<file path="src/rtl/axis_cpu_hazard_scoreboard.sv">
// Hazard scoreboard: counts in-flight A/X/imm writes between decode and
// writeback, gates issue on counter overflow, and clears on mispredict.
module axis_cpu_hazard_scoreboard #(
    parameter int CNT_WIDTH = 2
) (
    input  logic                 clk,
    input  logic                 rst,
    input  logic [7:0]           issue_instr,
    input  logic                 issue_vld,
    input  logic                 issue_rdy_in,
    output logic                 issue_rdy,
    input  logic                 retire_A,
    input  logic                 retire_X,
    input  logic                 retire_imm,
    input  logic                 flush,
    output logic                 pending_A,
    output logic                 pending_X,
    output logic                 pending_imm,
    output logic [CNT_WIDTH-1:0] cnt_A,
    output logic [CNT_WIDTH-1:0] cnt_X,
    output logic [CNT_WIDTH-1:0] cnt_imm,
    output logic                 err_underflow
);

    // Opcode fields (mirrors axis_cpu_defs.vh)
    localparam logic [2:0] OP_LD      = 3'b000;
    localparam logic [2:0] OP_ST      = 3'b001;
    localparam logic [2:0] OP_LDX     = 3'b010;
    localparam logic [2:0] OP_STX     = 3'b011;
    localparam logic [2:0] OP_ALU     = 3'b100;
    localparam logic [2:0] OP_JMP     = 3'b101;
    localparam logic [3:0] OP_TXA     = 4'b1100;
    localparam logic [3:0] OP_TAX     = 4'b1101;
    localparam logic [3:0] OP_SET_IMM = 4'b1110;

    localparam logic [CNT_WIDTH-1:0] MAX = {CNT_WIDTH{1'b1}};

    // Index 0 = A, 1 = X, 2 = imm
    logic [2:0]           wr;
    logic [2:0]           ret;
    logic [2:0]           at_max;
    logic [2:0]           at_zero;
    logic [2:0]           block;
    logic [2:0]           inc;
    logic                 fire;
    logic [CNT_WIDTH-1:0] cnt_q [3];
    logic                 err_q;

    // Destination decode of the instruction leaving decode
    always_comb begin
        wr    = '0;
        wr[0] = (issue_instr[7:5] == OP_LD) ||
                (issue_instr[7:5] == OP_ALU) ||
                (issue_instr[7:4] == OP_TXA);
        wr[1] = (issue_instr[7:5] == OP_LDX) ||
                (issue_instr[7:4] == OP_TAX);
        wr[2] = (issue_instr[7:4] == OP_SET_IMM);
    end

    assign ret = {retire_imm, retire_X, retire_A};

    // Overflow backpressure; a same-cycle retire frees the slot
    always_comb begin
        at_max  = '0;
        at_zero = '0;
        for (int i = 0; i < 3; i++) begin
            at_max[i]  = (cnt_q[i] == MAX);
            at_zero[i] = (cnt_q[i] == '0);
        end
    end

    assign block     = wr & at_max & ~ret;
    assign issue_rdy = issue_rdy_in && !(|block);
    assign fire      = issue_vld && issue_rdy && !flush && !rst;
    assign inc       = {3{fire}} & wr;

    // Counter and sticky-error update
    always_ff @(posedge clk) begin
        if (rst) begin
            for (int i = 0; i < 3; i++) cnt_q[i] <= '0;
            err_q <= 1'b0;
        end else if (flush) begin
            for (int i = 0; i < 3; i++) cnt_q[i] <= '0;
        end else begin
            for (int i = 0; i < 3; i++) begin
                if (inc[i] && !ret[i]) begin
                    cnt_q[i] <= cnt_q[i] + CNT_WIDTH'(1);
                end else if (ret[i] && !inc[i] && !at_zero[i]) begin
                    cnt_q[i] <= cnt_q[i] - CNT_WIDTH'(1);
                end
            end
            if (|(ret & ~inc & at_zero)) err_q <= 1'b1;
        end
    end

    assign cnt_A         = cnt_q[0];
    assign cnt_X         = cnt_q[1];
    assign cnt_imm       = cnt_q[2];
    assign pending_A     = !at_zero[0];
    assign pending_X     = !at_zero[1];
    assign pending_imm   = !at_zero[2];
    assign err_underflow = err_q;

endmodule

</file>
<file path="config.mk">
export PLATFORM = sky130hd
export DESIGN_NAME = axis_cpu_hazard_scoreboard
export DESIGN_NICKNAME = d
export VERILOG_FILES = /design/src/rtl/axis_cpu_hazard_scoreboard.sv
export SDC_FILE = /design/constraint.sdc
export NUM_CORES = 1
export LEC_CHECK = 0
export ABC_AREA = 1
export CORE_MARGIN = 3
export CORE_UTILIZATION = 45
export DETAILED_ROUTE_END_ITERATION = 12
export PLACE_DENSITY = 0.83
export SETUP_SLACK_MARGIN = 0.15
export SLEW_MARGIN = 0
export SYNTH_ARGS = -nofsm -noshare
export SYNTH_HDL_FRONTEND = slang
export SYNTH_SLANG_ARGS = --single-unit
export TNS_END_PERCENT = 50
</file>
<file path="constraint.sdc">
create_clock -name clk -period 3.58 [get_ports clk]
set_clock_uncertainty 0.1 [all_clocks]
set_input_delay 0.537 -clock clk [delete_from_list [all_inputs] [get_ports clk]]
set_output_delay 0.537 -clock clk [all_outputs]
set_load 0.005 [all_outputs]
</file>
==> results of run 1 <==
## worst register-to-register path, stage by stage (launching register included)
cell,delay (ns)
edfxtp_1,0.43
ha_1,0.22
inv_1,0.05
nor2_1,0.05
nand3_1,0.08
nand2_1,0.06
nor2_2,0.12
nand4_2,0.13
nand3_2,0.12
nand3_2,0.09
nor2_4,0.17
a21oi_1,0.08
## report_power, final
part / total [W] / switching (W) / internal (W)
combinational: 0.0000959 / 0.0000442 / 0.0000517
clock: 0.0000706 / 0.0000282 / 0.0000425
sequential: 0.000105 / 0.00000644 / 0.0000986
## registers in the layout (all words and copies together) (netlist names)
register	cells
cnt_q	6
err_underflow	1
## worst max path at each step
stage	from	end	cells past startpoint
floorplan	cnt_q[2][0]	cnt_q[2][0]	11
global placement	retire_imm	issue_rdy	6
detailed placement	issue_instr[5]	issue_rdy	8
CTS	retire_imm	issue_rdy	6
global route	issue_instr[6]	issue_rdy	7
finish	retire_imm	issue_rdy	6
## cells by family after synthesis
logic type	Yosys count	synth area share (%)
AO/OA/AOI/OAI	9	8.27
flip-flops	7	29.4
buffers and inverters	22	12.1
AND/OR/NAND/NOR	54	46.5
adder cells (fa/ha/maj)	2	3.68
## metrics by stage
stage          worst slack, ns  instances  cell area, um2  total power, W
5_1_grt                  0.815        135             946        0.000290
3_3_place_gp             0.938        131             920        0.000200
4_1_cts                  0.923        135             946        0.000273
3_5_place_dp             0.926        131             920        0.000203
2_1_floorplan             1.78         94             681        0.000151
6_report                 0.930        135             946        0.000272
## per-layer routing
metal | routed length (um) | global-route usage [%] | up-vias
met5 | 0 | 0 | -
met4 | 17 | 7.02 | 0
met3 | 119 | 5.98 | 4
met2 | 725 | 29.2 | 25
met1 | 598 | 21.5 | 315
li1 | - | - | 363
## cells in the final DEF, fill, tap and decap left out
master            n
a21boi_0          1
a21oi_1           4
a21oi_2           2
clkbuf_1          1
clkbuf_4          3
clkdlybuf4s50_1  22
dfxtp_1           1
edfxtp_1          6
ha_1              2
inv_1            19
inv_2             3
nand2_1          10
nand2_2           5
nand3_1          11
nand3_2           4
nand4_1           3
nand4_2           2
nor2_1           12
nor2_2            1
nor2_4            4
o21ai_0           1
o22ai_1           1
or2_1             1
or2_2             1
## cell type report
| type | instances | share of cell area (%) |
|---|---|---|
| clock buffers | 4 | 2.78 |
| inverters | 22 | 8.73 |
| multi-input cells | 65 | 42.1 |
| flip-flops and latches | 7 | 21.2 |
| well taps | 15 | 1.98 |
| repair buffers | 22 | 23.3 |
==> qor.yml, run 1 <==
yosys.area.top_type_share_pct: 26.5
synth_enable_flop_cells: 6
root_buffer: "clkbuf_4"
leakage_nw: 0.445
hold_path_end: "cnt_q[1][0]"
final-hold-violation-count: 0
crit_path_cell_trace: "clkdlybuf4s50_1, nor2_1, a21oi_2, nand3_2, inv_1, clkdlybuf4s50_1"
postSynthCellCount: 94
synthMostInstantiatedCell: "inv_1"
yosysWarningCount: 0
grt_pass1_wl_mm: 2.59
postSynth.asyncResetShare_pct: 0
antenna_found_initial: 0
vias_per_cell: 5.24
initial_utilization_pct: 49.8
clock_path_buffers: 2
report.final.setup_viol: 0
worst_path_max_delay_cell: "clkdlybuf4s50_1"
timing.hold.worst.start: "cnt_q[1][0]"
post_synth_instance_area_um2: 681
crit_path_max_fanout: 5
grt_max_degree: 7
grt_use_total_pct: 17.8
slew_violations: 0
wl_mm: 1.46
worst_skew_pair.late_latency_ns: 0.25
n_antenna_cell: 0
dp_hpwl_mm: 1.29
slew_headroom_pct: 85.6
drt_iter0_drc: 14
place.port_buffers: 22
synth_seq_cells: 7
avgSynthCellArea_um2: 7.24
drt.antenna.violating_nets: 0
sequential_cell_area_um2: 200
rsz0062_at_grt: "no"
netlist.top_cell.by_area: "edfxtp_1"
hp-class: "reg -> reg"
post-cts-setup-buffer-count: 0
setup.worst_path.end_class: "output port"
multiInputGateArea_um2: 398
dominantRegCellSynth: "edfxtp_1"
power_density_nw_per_um2: 287
critPathBufInv: 3
layout-drive-gt1-share_pct: 20.8
top_delay_family_on_crit_path: "buffers and inverters"
numCtsBuffers: 3
timing.critical_path.from_type: "primary input"
wire_per_inst_um: 10.8
fin_util_pct: 69.2
worst_r2r_path_depth: 11
run_status: "complete, no violations"
worst_slew_pin_slew_ns: 0.216
startpoint_of_the_worst_register_to_register_path: "cnt_q[2][0]"
cap_viol_max_count: 0
fin_crit_share_pct: 74.0
cts_htree_levels: 1
critPathRequiredTime_ns: 2.94
floorplan.die.height_um: 44.9
aggregate_negative_setup_slack_ns: 0
maxClockFrequency_mhz: 377
grt_pass1_vias: 646
ioPinCount: 27
cp_data_arrival_time_ns: 2.01
globalplace.congestion: 0.803
coreArea_um2: 1370
final_period_minus_worst_setup_slack_ns: 2.65
timing.critical_path.mode_cell: "clkdlybuf4s50_1"
post_cts.resized_instances: 0
dieArea_um2: 2020
globalRoute.totalOverflow: 0
route.vias.total: 707
drc: 0
die_w_um: 44.9
worst_r2r_endpoint: "cnt_q[2][0]"
ys_types: 21
yosys-top-cells-area: "edfxtp_1 26%, inv_1 10%, nand3_1 8.1%"
irDropWorstVdd_uv: 236
syn-num-nets: 112
clk_pin_slew_worst_paths_ns: 0.05
tritoncts: "built"
cts-hold-fix-buffers: 0
fillerInstances: 122
finish.net_count: 139
placement_rows: 13
synth_commonest_cells: "19 x inv_1, 12 x nor2_1, 11 x nand3_1"
min_path_cells: 1
setup.reg_to_reg.worst_slack_ns: 1.61
number_of_clock_sinks: 7
syn2layout_area_growth_pct: 39.0
seq_area_frac_synth_pct: 29.4
crit_type: "in -> out"
hold-worst-slack_ns: 0.516
drt_pre_antenna_iters: 4
cpPeakStageDelay_ns: 0.55
Note: power is estimated with default switching activity, not from simulation.
==> run 2: changes to the inputs <==
Settings changed: CORE_UTILIZATION 45 to 38, PLACE_DENSITY 0.83 to 0.74.
Clock period 3.58 ns to 2.16 ns, I/O delays scaled along.
==> run 2 against run 1 <==
Against the previous run: highest routed layer is now met3; final area is 16% higher; utilization down 0.16 points; cell count is 16% higher; routed wire length increased by 12%; largest cell class unchanged; largest power group is now combinational cells; die area grew 16%.
==> qor.yml, run 2 (synthesis gave the netlist of run 1 again) <==
run_status: "complete, no violations"
maxClockFrequency_mhz: 509
grt_use_total_pct: 15.0  # -2.9 points
drc: 0  # unchanged
tritoncts: "built"
ioPinCount: 27  # unchanged
report.final.setup_viol: 0  # unchanged
worst_skew_pair.late_latency_ns: 0.25  # about the same
timing.critical_path.from_type: "flip-flop"
n_antenna_cell: 0  # unchanged
clk_pin_slew_worst_paths_ns: 0.05  # about the same
worst_r2r_endpoint: "cnt_q[2][0]"
drt_iter0_drc: 15  # +1
sequential_cell_area_um2: 200  # unchanged
initial_utilization_pct: 42.7  # -7.1 points
grt_pass1_vias: 720  # +11%
worst_r2r_path_depth: 11  # unchanged
setup.worst_path.end_class: "flip-flop"
crit_path_max_fanout: 6  # +1
min_path_cells: 1  # unchanged
floorplan.die.height_um: 48.3  # +7.6%
number_of_clock_sinks: 7  # unchanged
antenna_found_initial: 0  # unchanged
final-hold-violation-count: 0  # unchanged
wl_mm: 1.64  # +12%
root_buffer: "clkbuf_4"
place.port_buffers: 22  # unchanged
globalRoute.totalOverflow: 0  # unchanged
grt_pass1_wl_mm: 2.82  # +9.1%
layout-drive-gt1-share_pct: 34.8  # +14 points
crit_path_cell_trace: "ha_2, inv_2, nor2_4, a21oi_2, nand3_2, buf_4, nor2_4, nand3_2, nand3_2, nor2_4, a21oi_1"
globalplace.congestion: 0.729  # -9.2%
setup.reg_to_reg.worst_slack_ns: 0.20  # -1.41 ns
commonest_non_fill_non_tap_cell_in_the_layout: "inv_1"
hp-class: "reg -> reg"
worst_slew_pin_slew_ns: 0.243  # +0.0273 ns
coreArea_um2: 1590  # +17%
rsz0062_at_grt: "yes"
critPathRequiredTime_ns: 2.16  # -0.78 ns
fin_util_pct: 69.1  # -0.16 points
route.vias.total: 716  # +1.3%
numCtsBuffers: 3  # unchanged
vias_per_cell: 4.59  # -12%
irDropWorstVdd_uv: 313  # +32%
largest_reg_flops: 6  # unchanged
final_period_minus_worst_setup_slack_ns: 1.96
cts_htree_levels: 1  # unchanged
die_w_um: 48.3  # +7.6%
startpoint_of_the_worst_register_to_register_path: "cnt_q[2][1]"
syn2layout_area_growth_pct: 61.8
wire_per_inst_um: 10.5  # -3.0%
leakage_nw: 0.549  # +23%
finish.net_count: 151  # +8.6%
slew_violations: 0  # unchanged
hold_path_end: "cnt_q[1][0]"
top_delay_family_on_crit_path: "simple AND/OR/NAND/NOR gates"
regMostFlops: "cnt_q"
timing.hold.worst.start: "cnt_q[1][0]"
cap_viol_max_count: 0  # unchanged
power_density_nw_per_um2: 426  # +48%
fillerInstances: 134  # +9.8%
placement_rows: 14  # +1
fin_crit_share_pct: 90.9
cp_data_arrival_time_ns: 1.96  # -0.05 ns
clock_path_buffers: 2  # unchanged
dp_hpwl_mm: 1.32  # +2.1%
drt_pre_antenna_iters: 4  # unchanged
slew_headroom_pct: 83.7  # -1.9 points
hold-worst-slack_ns: 0.504  # -0.0120 ns
critPathBufInv: 2  # -1
multiInputGateArea_um2: 447  # +12%
drt.antenna.violating_nets: 0  # unchanged
most_used_cells_in_the_layout_excluding_fill_and_tap_cells: "18 x inv_1, 17 x clkdlybuf4s50_1, 12 x buf_4"
crit_type: "reg -> reg"
dieArea_um2: 2330  # +16%
worst_path_max_delay_cell: "edfxtp_1"
cpPeakStageDelay_ns: 0.42  # -0.13 ns
grt_max_degree: 7  # unchanged
run 2: power by group:
| part | internal, W | switching [W] |
|---|---|---|
| Clock | 0.0000703 | 0.0000455 |
| Combinational | 0.0000978 | 0.0000823 |
| Sequential | 0.000163 | 0.0000100 |
run 2: worst max path at each step:
stage | slack (ns) | cells past startpoint | start | to
after global routing | 0.09 | 11 | cnt_q[2][1] | cnt_q[2][0]
after global placement | -0.03 | 8 | issue_instr[5] | issue_rdy
after detailed placement | -0.05 | 8 | issue_instr[4] | issue_rdy
after CTS | 0.14 | 5 | cnt_q[2][0] | pending_imm
final | 0.20 | 11 | cnt_q[2][1] | cnt_q[2][0]
after floorplan | 0.36 | 11 | cnt_q[2][0] | cnt_q[2][0]
run 2: area by class of cell:
type                       count  share of cell area [%]
inverter                      22                    7.50
multi-input combinational     65                    40.6
sequential                     7                    18.2
timing repair buffer          34                    28.6
clock buffer                   4                    2.39
tap                           24                    2.73
run 2: metrics by stage:
step                      TNS, ns  cell area (um2)  power, W  setup WS (ns)  std cells
after floorplan                 0              681  0.000251          0.362         94
after global placement    -0.0339              998  0.000341        -0.0339        149
after detailed placement  -0.0980              998  0.000345        -0.0503        149
after CTS                       0             1040  0.000468          0.144        155
after global routing            0             1100  0.000503         0.0853        156
final                           0             1100  0.000469          0.196        156
run 2: timing repair:
| item | in CTS | in global routing |
|---|---|---|
| hold buffers | 0 | 0 |
| pin swaps | 2 | 8 |
| endpoints found under the setup margin | 1 | 9 |
| resized for setup | 3 | 14 |
| endpoints found under the hold margin | 0 | 0 |
| setup buffers | 2 | 1 |
run 2: metal layers:
metal | wire, um | vias up | GRT usage [%]
met5 | 0 | - | 0
met4 | 0 | 0 | 2.84
met3 | 88 | 0 | 5.21
met2 | 841 | 15 | 26.6
met1 | 706 | 321 | 17.5
li1 | - | 380 | -
